--- config.mk ---
export PLATFORM = sky130hd
export DESIGN_NAME = mem_arbiter_flat
export DESIGN_NICKNAME = d
export VERILOG_FILES = /design/src/rtl/mem_arbiter_pkg.sv /design/src/rtl/mem_arbiter_if.sv /design/src/rtl/mem_arbiter_rr_arb2.sv /design/src/rtl/mem_arbiter.sv /design/src/flat_wrapper.sv
export SDC_FILE = /design/constraint.sdc
export NUM_CORES = 1
export LEC_CHECK = 0
export BUFFER_PORTS_ARGS = -buffer_cell sky130_fd_sc_hd__buf_2
export CAP_MARGIN = 20
export CORE_MARGIN = 2
export CORE_UTILIZATION = 46
export CTS_CLUSTER_DIAMETER = 80
export DETAILED_ROUTE_END_ITERATION = 12
export GPL_TIMING_DRIVEN = 1
export PLACE_DENSITY = 0.79
export SYNTH_ARGS = -nofsm -noshare
export SYNTH_HDL_FRONTEND = slang
export SYNTH_SLANG_ARGS = --single-unit
--- constraint.sdc ---
create_clock -name clk -period 1.81 [get_ports clk]
set_clock_uncertainty 0.1 [all_clocks]
set_input_delay 0.0905 -clock clk [delete_from_list [all_inputs] [get_ports clk]]
set_output_delay 0.0905 -clock clk [all_outputs]
set_load 0.05 [all_outputs]
--- src/rtl/mem_arbiter_pkg.sv ---
// mem_arbiter_pkg: shared FSM state type and fetch access constants for the memory arbiter
package mem_arbiter_pkg;
   typedef enum logic [1:0] {IDLE, ISSUE, WAIT} state_t;
   localparam logic [2:0] IFU_OP = 3'b010;
endpackage

--- src/rtl/mem_arbiter_if.sv ---
// mem_arbiter_if: fetch, load/store and shared memory port signals of the arbiter
interface mem_arbiter_if #(parameter int WIDTH = 32);
   logic             ifu_req_valid;
   logic             ifu_req_ready;
   logic [WIDTH-1:0] ifu_addr;
   logic             ifu_resp_valid;
   logic [WIDTH-1:0] ifu_rdata;
   logic             lsu_req_valid;
   logic             lsu_req_ready;
   logic             lsu_we;
   logic [2:0]       lsu_mem_op;
   logic [WIDTH-1:0] lsu_addr;
   logic [WIDTH-1:0] lsu_wdata;
   logic             lsu_resp_valid;
   logic [WIDTH-1:0] lsu_rdata;
   logic             mem_req_valid;
   logic             mem_req_ready;
   logic             mem_we;
   logic [2:0]       mem_op;
   logic [WIDTH-1:0] mem_addr;
   logic [WIDTH-1:0] mem_wdata;
   logic             mem_resp_valid;
   logic [WIDTH-1:0] mem_rdata;
   modport slave (
      input  ifu_req_valid, ifu_addr, lsu_req_valid, lsu_we, lsu_mem_op, lsu_addr, lsu_wdata,
             mem_req_ready, mem_resp_valid, mem_rdata,
      output ifu_req_ready, ifu_resp_valid, ifu_rdata, lsu_req_ready, lsu_resp_valid, lsu_rdata,
             mem_req_valid, mem_we, mem_op, mem_addr, mem_wdata
   );
   modport master (
      output ifu_req_valid, ifu_addr, lsu_req_valid, lsu_we, lsu_mem_op, lsu_addr, lsu_wdata,
             mem_req_ready, mem_resp_valid, mem_rdata,
      input  ifu_req_ready, ifu_resp_valid, ifu_rdata, lsu_req_ready, lsu_resp_valid, lsu_rdata,
             mem_req_valid, mem_we, mem_op, mem_addr, mem_wdata
   );
endinterface

--- src/rtl/mem_arbiter_rr_arb2.sv ---
// rr_arb2: two-way round-robin grant; bit 0 = fetch, bit 1 = load/store
module rr_arb2 (
   input  logic       clk,
   input  logic       rst_n,
   input  logic       en,
   input  logic [1:0] req,
   output logic [1:0] gnt
);
   logic last_lsu;
   assign gnt[0] = en & req[0] & (~req[1] | last_lsu);
   assign gnt[1] = en & req[1] & ~gnt[0];
   // remember who won last so a tie goes to the other side; reset favours fetch first
   always_ff @(posedge clk or negedge rst_n)
      if (!rst_n) last_lsu <= 1'b1;
      else if (|gnt) last_lsu <= gnt[1];
endmodule

--- src/rtl/mem_arbiter.sv ---
// mem_arbiter: shares one memory port between fetch and load/store, one transaction in flight
module mem_arbiter #(parameter int WIDTH = 32) (
   input logic          clk,
   input logic          rst_n,
   mem_arbiter_if.slave bus
);
   import mem_arbiter_pkg::*;
   state_t           state;
   logic [1:0]       gnt;
   logic             lsu_sel, mem_we_q, ifu_resp_q, lsu_resp_q;
   logic [2:0]       mem_op_q;
   logic [WIDTH-1:0] addr_q, wdata_q, ifu_rdata_q, lsu_rdata_q;
   rr_arb2 u_arb (
      .clk(clk),
      .rst_n(rst_n),
      .en(rst_n && state == IDLE),
      .req({bus.lsu_req_valid, bus.ifu_req_valid}),
      .gnt(gnt)
   );
   assign bus.ifu_req_ready  = gnt[0];
   assign bus.lsu_req_ready  = gnt[1];
   assign bus.mem_req_valid  = state == ISSUE;
   assign bus.mem_we         = mem_we_q;
   assign bus.mem_op         = mem_op_q;
   assign bus.mem_addr       = addr_q;
   assign bus.mem_wdata      = wdata_q;
   assign bus.ifu_resp_valid = ifu_resp_q;
   assign bus.ifu_rdata      = ifu_rdata_q;
   assign bus.lsu_resp_valid = lsu_resp_q;
   assign bus.lsu_rdata      = lsu_rdata_q;
   // accept -> present to memory -> await response; fetch requests latch as word reads
   always_ff @(posedge clk or negedge rst_n)
      if (!rst_n) begin
         state       <= IDLE;
         lsu_sel     <= 1'b0;
         mem_we_q    <= 1'b0;
         mem_op_q    <= '0;
         addr_q      <= '0;
         wdata_q     <= '0;
         ifu_rdata_q <= '0;
         lsu_rdata_q <= '0;
         ifu_resp_q  <= 1'b0;
         lsu_resp_q  <= 1'b0;
      end else begin
         ifu_resp_q <= 1'b0;
         lsu_resp_q <= 1'b0;
         case (state)
            IDLE: if (|gnt) begin
               lsu_sel  <= gnt[1];
               mem_we_q <= gnt[1] & bus.lsu_we;
               mem_op_q <= gnt[1] ? bus.lsu_mem_op : IFU_OP;
               addr_q   <= gnt[1] ? bus.lsu_addr : bus.ifu_addr;
               wdata_q  <= gnt[1] ? bus.lsu_wdata : '0;
               state    <= ISSUE;
            end
            ISSUE: if (bus.mem_req_ready) state <= WAIT;
            WAIT: if (bus.mem_resp_valid) begin
               if (lsu_sel) begin
                  lsu_rdata_q <= bus.mem_rdata;
                  lsu_resp_q  <= 1'b1;
               end else begin
                  ifu_rdata_q <= bus.mem_rdata;
                  ifu_resp_q  <= 1'b1;
               end
               state <= IDLE;
            end
            default: state <= IDLE;
         endcase
      end
endmodule

--- src/flat_wrapper.sv ---
// flat-port wrapper written by rule: the top's interface ports become plain ports
module mem_arbiter_flat import mem_arbiter_pkg::*;
#(parameter int WIDTH = 32)
  (clk, rst_n, bus_ifu_req_valid, bus_ifu_addr, bus_lsu_req_valid, bus_lsu_we, bus_lsu_mem_op, bus_lsu_addr, bus_lsu_wdata, bus_mem_req_ready, bus_mem_resp_valid, bus_mem_rdata, bus_ifu_req_ready, bus_ifu_resp_valid, bus_ifu_rdata, bus_lsu_req_ready, bus_lsu_resp_valid, bus_lsu_rdata, bus_mem_req_valid, bus_mem_we, bus_mem_op, bus_mem_addr, bus_mem_wdata);
  mem_arbiter_if #(.WIDTH(WIDTH)) bus_i ();
  input logic clk;
  input logic rst_n;
  input wire logic [$bits(bus_i.ifu_req_valid)-1:0] bus_ifu_req_valid;
  input wire logic [$bits(bus_i.ifu_addr)-1:0] bus_ifu_addr;
  input wire logic [$bits(bus_i.lsu_req_valid)-1:0] bus_lsu_req_valid;
  input wire logic [$bits(bus_i.lsu_we)-1:0] bus_lsu_we;
  input wire logic [$bits(bus_i.lsu_mem_op)-1:0] bus_lsu_mem_op;
  input wire logic [$bits(bus_i.lsu_addr)-1:0] bus_lsu_addr;
  input wire logic [$bits(bus_i.lsu_wdata)-1:0] bus_lsu_wdata;
  input wire logic [$bits(bus_i.mem_req_ready)-1:0] bus_mem_req_ready;
  input wire logic [$bits(bus_i.mem_resp_valid)-1:0] bus_mem_resp_valid;
  input wire logic [$bits(bus_i.mem_rdata)-1:0] bus_mem_rdata;
  output wire logic [$bits(bus_i.ifu_req_ready)-1:0] bus_ifu_req_ready;
  output wire logic [$bits(bus_i.ifu_resp_valid)-1:0] bus_ifu_resp_valid;
  output wire logic [$bits(bus_i.ifu_rdata)-1:0] bus_ifu_rdata;
  output wire logic [$bits(bus_i.lsu_req_ready)-1:0] bus_lsu_req_ready;
  output wire logic [$bits(bus_i.lsu_resp_valid)-1:0] bus_lsu_resp_valid;
  output wire logic [$bits(bus_i.lsu_rdata)-1:0] bus_lsu_rdata;
  output wire logic [$bits(bus_i.mem_req_valid)-1:0] bus_mem_req_valid;
  output wire logic [$bits(bus_i.mem_we)-1:0] bus_mem_we;
  output wire logic [$bits(bus_i.mem_op)-1:0] bus_mem_op;
  output wire logic [$bits(bus_i.mem_addr)-1:0] bus_mem_addr;
  output wire logic [$bits(bus_i.mem_wdata)-1:0] bus_mem_wdata;
  assign bus_i.ifu_req_valid = bus_ifu_req_valid;
  assign bus_i.ifu_addr = bus_ifu_addr;
  assign bus_i.lsu_req_valid = bus_lsu_req_valid;
  assign bus_i.lsu_we = bus_lsu_we;
  assign bus_i.lsu_mem_op = bus_lsu_mem_op;
  assign bus_i.lsu_addr = bus_lsu_addr;
  assign bus_i.lsu_wdata = bus_lsu_wdata;
  assign bus_i.mem_req_ready = bus_mem_req_ready;
  assign bus_i.mem_resp_valid = bus_mem_resp_valid;
  assign bus_i.mem_rdata = bus_mem_rdata;
  assign bus_ifu_req_ready = bus_i.ifu_req_ready;
  assign bus_ifu_resp_valid = bus_i.ifu_resp_valid;
  assign bus_ifu_rdata = bus_i.ifu_rdata;
  assign bus_lsu_req_ready = bus_i.lsu_req_ready;
  assign bus_lsu_resp_valid = bus_i.lsu_resp_valid;
  assign bus_lsu_rdata = bus_i.lsu_rdata;
  assign bus_mem_req_valid = bus_i.mem_req_valid;
  assign bus_mem_we = bus_i.mem_we;
  assign bus_mem_op = bus_i.mem_op;
  assign bus_mem_addr = bus_i.mem_addr;
  assign bus_mem_wdata = bus_i.mem_wdata;
  mem_arbiter #(.WIDTH(WIDTH)) u_core (.clk(clk), .rst_n(rst_n), .bus(bus_i));
endmodule
==> run_results.csv, run 1 <==
group,metric,value,unit
timing,timing.final.ws_setup,-0.0107,ns
setup_path,crit_arrival,1.63,ns
synthesis,synth-edff-count,0,
power_and_ir_drop,ir_drop,0.00122,V
layout,nets,985,
timing,period_needed,1.82,ns
synthesis,synth-seq-cells,138,
layout,insertedDiodeCount,0,
timing,period_share,1.01,
detailed_routing,drt_pass1_iterations,7,
cts,cts_root_buf,"clkbuf_16",
synthesis,synthCells,426,
power_and_ir_drop,power_density,2040,mW/mm^2
detailed_routing,avgViaCountPerCell,5.54,
cts,cts_tree,"built",
grt,grt_pass1_wl,29300,um
timing,tightestPinTransition,0.669,ns
timing,timing.fmax,549,MHz
grt,track_usage,0.297,
cts,cts_sinks,138,
min_path,hold_path.class,"in -> async",
detailed_routing,post-route-drc-count,0,
synthesis,async_flop_share,1.00,
placement,hpwl,10400,um
die,die_area,0.0129,sq mm
die,rows,40,
detailed_routing,wirelength,19500,um
run_status,status,"finished, violations left",
synthesis,ys.flop_type,"dfrtp_1",
layout,final_util,0.785,
timing,finalHoldViolCount,0,
synthesis,avgSynthCellArea,13.0,sq um
layout,drive_gt1_frac,0.477,
synthesis,syn-cell-area,0.00553,sq mm
synthesis,ys.warnings.count,0,
detailed_routing,drtAntennaViolNets,0,
synthesis,synth.top_cells.by_count,"dfrtp_1 (137), mux2_2 (64), a22o_1 (36)",
placement,port_buffers,274,
grt,first_global_vias,5762,
setup_path,cp_slowest_stage_delay,0.46,ns
setup_path,crit_slowest_cell,"or3b_4",
die,initial_core_util,0.466,
cts,numCtsBuffers,17,
grt,grt.overflow.total,0,
timing,rsz0062_at_grt,"yes",
detailed_routing,vias,5577,
run_status,violations,"setup timing",
setup_path,required,1.62,ns
timing,setup_tns,-0.0107,ns
setup_path,path_cells,"or3b_4, buf_12, nor2_4, buf_8",
detailed_routing,wl_per_cell,19.3,um
cts,clk_pin_slew,0.06,ns
layout,area_delta_synth_final,68.4,%
die,pin_count,275,
detailed_routing,drtIter0Drc,360,
run,maxCapViolations,0,
cts,clk_latency,0.41,ns
die,die_w,114,um
synthesis,synth_largest_area_cell,"dfrtp_1",
setup_path,cp-start-kind,"flip-flop",
timing,relSlewSlack,0.554,
die,dieHeight,114,um
synthesis,yosysSeqAreaShare,0.625,
power_and_ir_drop,p_leak,4.56,nW
setup_path,critical_path_buf_inv_count,2,
setup_path,worstSetupEndpointType,"output port",
placement,place_congestion,0.821,
cts,htreeDepth,4,
timing,maxSlewViolCount,0,
setup_path,cp_max_fo,3,
die,core,0.0119,sq mm
grt,grt_antenna_before_repair,0,
synthesis,synth.most_common_cell,"dfrtp_1",
setup_path,worst-setup-path-type,"reg -> out",
cts,clock_path_buffers,2,
timing,finalSetupViolCount,1,
synthesis,synth_nets,564,
synthesis,synth.area.top_cells,"dfrtp_1 (62%), mux2_2 (13%), a22o_1 (5.7%)",
synthesis,synth_cell_types,28,
setup_path,crit_family,"simple AND/OR/NAND/NOR gates",
grt,grt_max_degree,56,
synthesis,synth_top_area_share,0.620,
worst min-delay path: stages:
cell and delay (ns):
buf_6 0.08, dlygate4sd3_1 0.57, buf_4 0.38
per-stage QoR:
step | total power [W] | hold WS, ns | setup slack, ns | instance area (sq um) | cells
finish | 0.0190 | 0.198 | -0.0107 | 9310 | 1007
global route | 0.0197 | 0.257 | -0.0694 | 9310 | 1007
CTS | 0.0186 | 0.212 | -0.0120 | 9160 | 1003
detailed placement | 0.0148 | 0.0520 | 0.0871 | 7100 | 828
global placement | 0.0146 | 0.0408 | 0.0996 | 7100 | 828
floorplan | 0.0124 | -0.305 | 0.117 | 5530 | 426
sequential cells by signal, summed over array words and instances (netlist names):
| register | flops |
|---|---|
| u_core.bus.ifu_rdata | 32 |
| u_core.bus.ifu_resp_valid | 1 |
| u_core.bus.lsu_rdata | 32 |
| u_core.bus.lsu_resp_valid | 1 |
| u_core.bus.mem_addr | 32 |
| u_core.bus.mem_op | 3 |
| u_core.bus.mem_wdata | 32 |
| u_core.bus.mem_we | 1 |
| u_core.lsu_sel | 1 |
| u_core.state | 2 |
| u_core.u_arb.last_lsu | 1 |
what timing repair did:
action / in CTS / in global routing
cloned: 1 / 2
gates resized for setup: 9 / 40
pin swaps: 3 / 4
setup endpoints to repair: 2 / 96
hold endpoints to repair: 220 / 0
buffers inserted: 5 / 2
hold buffers: 137 / 0
routing by layer:
metal | part of all wire | track usage | routed length, um
met2 | 0.52 | 0.527 | 10200
met4 | 0.046 | 0.166 | 898
met5 | 0 | 0 | 0
met3 | 0.071 | 0.0606 | 1390
met1 | 0.36 | 0.334 | 6960
power breakdown:
part           switching, W  internal (W)
Combinational       0.00737       0.00283
Clock               0.00127       0.00214
Sequential         0.000859       0.00456
kinds of logic after synthesis:
kind of cell	synth area share
compound gates	0.161
flops	0.625
mux	0.130
simple gates	0.0453
buf+inv	0.0382
cell type report:
class / instances / area, sq um
timing repair buffer: 440 / 3150
sequential: 138 / 3450
multi-input combinational: 247 / 1920
tap: 147 / 184
fill: 676 / 2550
clock inverter: 9 / 113
inverter: 3 / 11.3
clock buffer: 23 / 478
final timing paths:
path / from / to / slack, ns / cells after the start
hold reg to reg: u_core.bus.mem_op[1]$_DFFE_PN0P_ / u_core.bus.mem_op[1]$_DFFE_PN0P_ / 0.39 / 1
min in group clk: rst_n / u_core.bus.mem_addr[17]$_DFFE_PN0P_ / 0.30 / 6
max in group asynchronous: rst_n / u_core.bus.mem_addr[4]$_DFFE_PN0P_ / 0.41 / 4
setup / recovery: u_core.state[0]$_DFFE_PN0P_ / bus_ifu_req_ready / -0.01 / 4
setup reg to reg: u_core.state[0]$_DFFE_PN0P_ / u_core.bus.mem_addr[26]$_DFFE_PN0P_ / 0.03 / 5
hold / removal: rst_n / u_core.lsu_sel$_DFFE_PN0P_ / 0.20 / 3
cells in the final DEF (no fill, tap or decap), types with 15 or more instances in the layout:
cell             n
buf_2          271
dlygate4sd3_1  137
dfrtp_1        137
mux2_2          64
a22o_1          36
a21oi_1         33
a31oi_1         33
nand3_1         32
clkbuf_16       19
o21ai_1         17
buf_4           15
(Power assumes the default switching activity.)
==> inputs of run 2 (changes only) <==
--- a/config.mk
+++ b/config.mk
@@ -5,14 +5,16 @@
 export SDC_FILE = /design/constraint.sdc
 export NUM_CORES = 1
 export LEC_CHECK = 0
+export ABC_AREA = 1
 export BUFFER_PORTS_ARGS = -buffer_cell sky130_fd_sc_hd__buf_2
 export CAP_MARGIN = 20
 export CORE_MARGIN = 2
-export CORE_UTILIZATION = 46
+export CORE_UTILIZATION = 47
 export CTS_CLUSTER_DIAMETER = 80
 export DETAILED_ROUTE_END_ITERATION = 12
 export GPL_TIMING_DRIVEN = 1
-export PLACE_DENSITY = 0.79
+export PLACE_DENSITY = 0.8
+export SLEW_MARGIN = 20
 export SYNTH_ARGS = -nofsm -noshare
 export SYNTH_HDL_FRONTEND = slang
 export SYNTH_SLANG_ARGS = --single-unit
==> run 2 against run 1 <==
Compared with the run above: critical path depth grew 3; worst hold slack worse by 0.12 ns; area after synthesis is 5.1% higher; sequential share of layout area fell by 0.59 points; the flow now finishes without violations; wire length grew 4.5%; combinational power is 8% lower.
==> run_results.csv, run 2 <==
group,metric,value,unit
run_status,status,"complete, no violations",
cts,cts_sinks,138,
timing,relSlewSlack,0.499,
synthesis,synth.area.top_cells,"dfrtp_1 (59%), nand2_1 (17%), inv_1 (6.7%)",
timing,finalSetupViolCount,0,
synthesis,avgSynthCellArea,8.35,sq um
synthesis,synth_top_family_by_area,"simple AND/OR/NAND/NOR gates",
detailed_routing,post-route-drc-count,0,
placement,placed_area,0.00740,sq mm
placement,port_buffers,274,
setup_path,cp-start-kind,"flip-flop",
synthesis,synth.top_cells.by_count,"nand2_1 (268), dfrtp_1 (137), inv_1 (104)",
power_and_ir_drop,clockPowerShare,0.204,
synthesis,synthAdderAreaFrac,0,
synthesis,synth_compound_area_frac,0.0609,
die,rows,40,
synthesis,ys.flop_type,"dfrtp_1",
synthesis,synth.most_common_cell,"nand2_1",
timing,maxSlewViolCount,0,
die,pin_count,275,
setup_path,cp_slowest_stage_delay,0.37,ns
setup_path,crit_arrival,1.53,ns
timing,whs,0.0757,ns
synthesis,synth-edff-count,0,
synthesis,synth_nets,834,
setup_path,path_cells,"buf_4, inv_1, nand2_1, nor2_2, nand3_2, inv_4, buf_8",
synthesis,synth_cell_types,20,
timing,tightestPinTransition,0.752,ns
detailed_routing,drtIter0Drc,629,
cts,clock_path_buffers,2,
timing,period_share,0.953,
detailed_routing,avgViaCountPerCell,4.88,
power_and_ir_drop,p_switching,0.00927,W
synthesis,synthCells,696,
placement,place_inst,1115,
power_and_ir_drop,p_seq_frac,0.287,
layout,stdcell_area,0.00946,sq mm
timing,period_needed,1.72,ns
timing,timing.fmax,580,MHz
grt,grt.overflow.total,0,
cts,clk_pin_slew,0.05,ns
layout,nets,1243,
power_and_ir_drop,p_int,0.00914,W
die,die_w,115,um
power_and_ir_drop,ir_drop,0.00124,V
min_path,hold_path.class,"in -> reg",
detailed_routing,wl_per_cell,15.8,um
synthesis,ys.warnings.count,0,
layout,area_delta_synth_final,62.7,%
detailed_routing,vias,6286,
layout,layout_common_cells,"buf_2 (271), nand2_1 (268), dfrtp_1 (137), dlygate4sd3_1 (135), inv_1 (104)",
cts,htreeDepth,4,
synthesis,synth_largest_area_cell,"dfrtp_1",
cts,cts_root_buf,"clkbuf_16",
layout,drive_gt1_frac,0.298,
power_and_ir_drop,p_total,0.0184,W
power_and_ir_drop,p_leak,5.50,nW
cts,cts_tree,"built",
timing,timing.final.ws_setup,0.0854,ns
synthesis,synth-seq-cells,138,
placement,dp_slack,0.118,ns
grt,track_usage,0.311,
power_and_ir_drop,combPwrFrac,0.509,
synthesis,muxShareOfSynthArea,0,
placement,hpwl,10600,um
layout,fin_cells,1289,
grt,grt_pass1_wl,31600,um
die,dieHeight,115,um
die,core,0.0121,sq mm
grt,first_global_vias,6506,
synthesis,synth_xor_area_frac,0,
grt,grt_antenna_before_repair,4,
synthesis,async_flop_share,1.00,
timing,finalHoldViolCount,0,
detailed_routing,drtAntennaViolNets,0,
synthesis,syn-cell-area,0.00581,sq mm
synthesis,synth_top_area_share,0.590,
setup_path,crit_slowest_cell,"dfrtp_1",
setup_path,worstSetupEndpointType,"output port",
die,initial_core_util,0.482,
power_and_ir_drop,p_sw_frac,0.503,
synthesis,yosysSeqAreaShare,0.594,
cts,numCtsBuffers,17,
die,die_area,0.0133,sq mm
grt,grt_max_degree,139,
setup_path,required,1.62,ns
cts,clk_latency,0.41,ns
layout,final_common_cell,"buf_2",
setup_path,worst-setup-path-type,"reg -> out",
detailed_routing,drt_pass1_iterations,5,
synthesis,synthSimpleGateAreaFrac,0.243,
run,maxCapViolations,0,
setup_path,cp_max_fo,3,
power_and_ir_drop,power_density,1950,mW/mm^2
detailed_routing,wirelength,20300,um
placement,place_congestion,0.855,
==> run 2: worst paths after layout <==
check	depth (start not counted)	endpoint	slack [ns]	start
worst min-delay path	4	u_core.lsu_sel$_DFFE_PN0P_	0.08	bus_ifu_req_valid
worst min register to register	2	u_core.bus.mem_addr[2]$_DFFE_PN0P_	0.37	u_core.bus.mem_addr[2]$_DFFE_PN0P_
max in group asynchronous	3	u_core.bus.lsu_rdata[14]$_DFFE_PN0P_	0.73	rst_n
min in group asynchronous	3	u_core.bus.mem_addr[8]$_DFFE_PN0P_	0.29	rst_n
worst max-delay path	7	bus_lsu_req_ready	0.09	u_core.state[1]$_DFFE_PN0P_
worst max register to register	10	u_core.bus.mem_addr[22]$_DFFE_PN0P_	0.11	u_core.state[1]$_DFFE_PN0P_
==> run 2: metrics by stage <==
| step | util | setup TNS (ns) |
|---|---|---|
| final | 0.784 | 0 |
| after global routing | 0.784 | -0.00602 |
| after CTS | 0.781 | 0 |
| after detailed placement | 0.613 | 0 |
| after global placement | 0.613 | 0 |
| after floorplan | - | 0 |
==> run 2: power by group through the flow <==
stage	logic (W)	registers (W)	clock network [W]
after floorplan	0.00187	0.00996	0
after global placement	0.00879	0.00522	0
after detailed placement	0.00894	0.00521	0
after CTS	0.00920	0.00521	0.00379
after global routing	0.00988	0.00542	0.00395
final	0.00938	0.00528	0.00375
==> run 2: layer usage <==
layer,track usage,share of wire,wire (um)
met3,0.0975,0.074,1500
met4,0.199,0.056,1130
met2,0.518,0.51,10300
met5,0,0,0
met1,0.344,0.36,7380
==> run 2: layout make-up <==
| class | instances | area [sq um] |
|---|---|---|
| antenna | 4 | 10.0 |
| sequential | 138 | 3450 |
| multi-input combinational | 417 | 1790 |
| clock buffer | 25 | 515 |
| tap | 168 | 210 |
| fill | 720 | 2600 |
| inverter | 106 | 400 |
| timing repair buffer | 425 | 2940 |
| clock inverter | 6 | 133 |
==> run 2: cells by family (layout without fill, tap and decap cells) <==
group	Yosys count	after routing
other	0	4
DFF	138	138
and+or+nand+nor	347	348
buffers and inverters	142	562
AOI/OAI and AO/OA	69	69
==> run 2: critical path: cells and delay by family, from the launching register on <==
family                 cells  cell delay [ns]
buffers and inverters      4             0.45
flip-flops                 1             0.37
AND/OR/NAND/NOR            3             0.29
==> run 2: timing repair <==
action                     in CTS  in global routing
cloned                          0                  1
buffers inserted                2                  1
pin swaps                       0                  1
hold buffers                  135                  0
resized for setup               3                  6
hold endpoints to repair      271                  0
setup endpoints to repair       1                 29
==> inputs of run 3 (changes only) <==
==> constraint.sdc (replaced) <==
create_clock -name clk -period 1.9 [get_ports clk]
set_clock_uncertainty 0.1 [all_clocks]
set_input_delay 0.095 -clock clk [delete_from_list [all_inputs] [get_ports clk]]
set_output_delay 0.095 -clock clk [all_outputs]
set_load 0.05 [all_outputs]
==> run 3 against run 2 <==
Compared with the run above: clock power is 19% lower; global-route usage fell by 1.1 points; cell area is 1.8% lower; final cell count shrank 0.54%; sequential power down 4.7%; setup slack improved by 0.012 ns; core utilization down 1.4 points; sequential cell count is the same; critical path depth is 1 lower; sequential share of layout area up 0.66 points; first-iteration DRC count is 5.2% lower; wire length down 3.1%; critical endpoint unchanged.
==> run_results.csv, run 3 (synthesized netlist as in run 2, its figures left out) <==
group,metric,value,unit
run_status,status,"complete, no violations",
detailed_routing,post-route-drc-count,0,
die,rows,40,
setup_path,crit_arrival,1.61,ns
power_and_ir_drop,power_density,1820,mW/mm^2
placement,port_buffers,274,
setup_path,worstSetupEndpointType,"output port",
timing,rsz0062_at_grt,"no",
detailed_routing,drtAntennaViolNets,0,
grt,grt_max_degree,113,
detailed_routing,wl_per_cell,15.4,um
die,dieHeight,115,um
cts,cts_setup_buffers,0,
die,core,0.0121,sq mm
grt,track_usage,0.299,
placement,dp_slack,0.310,ns
timing,relSlewSlack,0.599,
setup_path,cp_max_fo,14,
layout,final_common_cell,"buf_2",
setup_path,worst-setup-path-type,"reg -> out",
timing,period_share,0.949,
timing,timing.fmax,555,MHz
cts,cts_sinks,138,
timing,period_needed,1.80,ns
timing,finalHoldViolCount,0,
timing,maxSlewViolCount,0,
run,maxCapViolations,0,
layout,layout_common_cells,"buf_2 (272), nand2_1 (268), dlygate4sd3_1 (137), dfrtp_1 (137), inv_1 (104)",
die,die_area,0.0133,sq mm
die,pin_count,275,
power_and_ir_drop,p_total,0.0169,W
cts,htreeDepth,4,
cts,cts_root_buf,"clkbuf_16",
placement,place_congestion,0.838,
die,die_w,115,um
detailed_routing,wirelength,19700,um
min_path,hold_path.class,"in -> reg",
layout,nets,1239,
layout,fin_cells,1282,
power_and_ir_drop,ir_drop,0.00102,V
power_and_ir_drop,p_leak,5.42,nW
grt,grt_antenna_before_repair,1,
detailed_routing,drtIter0Drc,596,
detailed_routing,avgViaCountPerCell,4.92,
layout,drive_gt1_frac,0.294,
grt,grt.overflow.total,0,
die,initial_core_util,0.482,
cts,cts_tree,"built",
placement,placed_area,0.00738,sq mm
placement,place_inst,1113,
detailed_routing,drt_pass1_iterations,5,
grt,grt_pass1_wl,30700,um
setup_path,required,1.70,ns
cts,clk_pin_slew,0.06,ns
detailed_routing,vias,6305,
setup_path,cp-start-kind,"flip-flop",
placement,hpwl,10600,um
layout,area_delta_synth_final,59.8,%
cts,clock_path_buffers,2,
timing,tightestPinTransition,0.601,ns
timing,setup_tns,0,ns
timing,timing.final.ws_setup,0.0970,ns
cts,clk_latency,0.42,ns
layout,stdcell_area,0.00929,sq mm
grt,first_global_vias,6297,
timing,finalSetupViolCount,0,
cts,numCtsBuffers,17,
## run 3: cell count changes in the layout (fill, tap and decap cells not counted), moves of 2 or more
cell and delta:
clkinvlp_4 +2, diode_2 -3, clkbuf_8 -6, bufinv_16 -3, clkinv_4 +2, buf_4 -4, buf_8 -2, clkinv_2 +6
dlygate4sd3_1 +2
## run 3: worst paths after layout
| kind | startpoint | slack, ns | end | cells past startpoint |
|---|---|---|---|---|
| max | u_core.u_arb.last_lsu$_DFFE_PN1P_ | 0.1 | bus_lsu_req_ready | 6 |
| max reg2reg | u_core.u_arb.last_lsu$_DFFE_PN1P_ | 0.20 | u_core.bus.mem_addr[15]$_DFFE_PN0P_ | 8 |
| min in group asynchronous | rst_n | 0.22 | u_core.bus.mem_addr[19]$_DFFE_PN0P_ | 3 |
| min reg2reg | u_core.bus.mem_wdata[31]$_DFFE_PN0P_ | 0.37 | u_core.bus.mem_wdata[31]$_DFFE_PN0P_ | 2 |
| max in group asynchronous | rst_n | 1.00 | u_core.bus.ifu_rdata[1]$_DFFE_PN0P_ | 3 |
| min | bus_ifu_req_valid | 0.18 | u_core.bus.mem_wdata[31]$_DFFE_PN0P_ | 6 |
## run 3: what timing repair did
item | CTS | global route
pin swaps | 0 | 0
gates resized for setup | 2 | 2
setup endpoints to repair | 1 | 1
hold buffers | 137 | 0
endpoints found under the hold margin | 273 | 0
## run 3: power by group
group / internal [W] / switching (W)
Combinational: 0.00198 / 0.00685
Clock: 0.00178 / 0.00126
Sequential: 0.00427 / 0.000757
Total: 0.00803 / 0.00887
## run 3: worst max-delay path: stages, from the launching register on
cell      delay [ns]
dfstp_2         0.52
inv_1           0.03
nand2_1         0.06
nand2_2         0.09
nand3_2         0.12
clkinv_4        0.14
buf_4           0.22
## run 3: stage by stage
stage,util,hold WS (ns)
after global routing,0.770,0.226
after floorplan,-,-0.301
final,0.770,0.179
after detailed placement,0.612,0.0413
after global placement,0.612,0.0366
after CTS,0.770,0.0933
## run 3: cell type report
type,count,area (sq um)
flip-flops and latches,138,3450
repair buffers,422,2910
fillers,766,2770
multi-input cells,416,1780
clock buffers,18,429
inverters,106,403
well taps,168,210
clock inverters,13,105
diodes,1,2.50
## run 3: per-layer routing
metal,GRT usage,routed length [um]
met5,0,0
met4,0.193,1080
met3,0.0896,1310
met2,0.508,9970
met1,0.327,7320
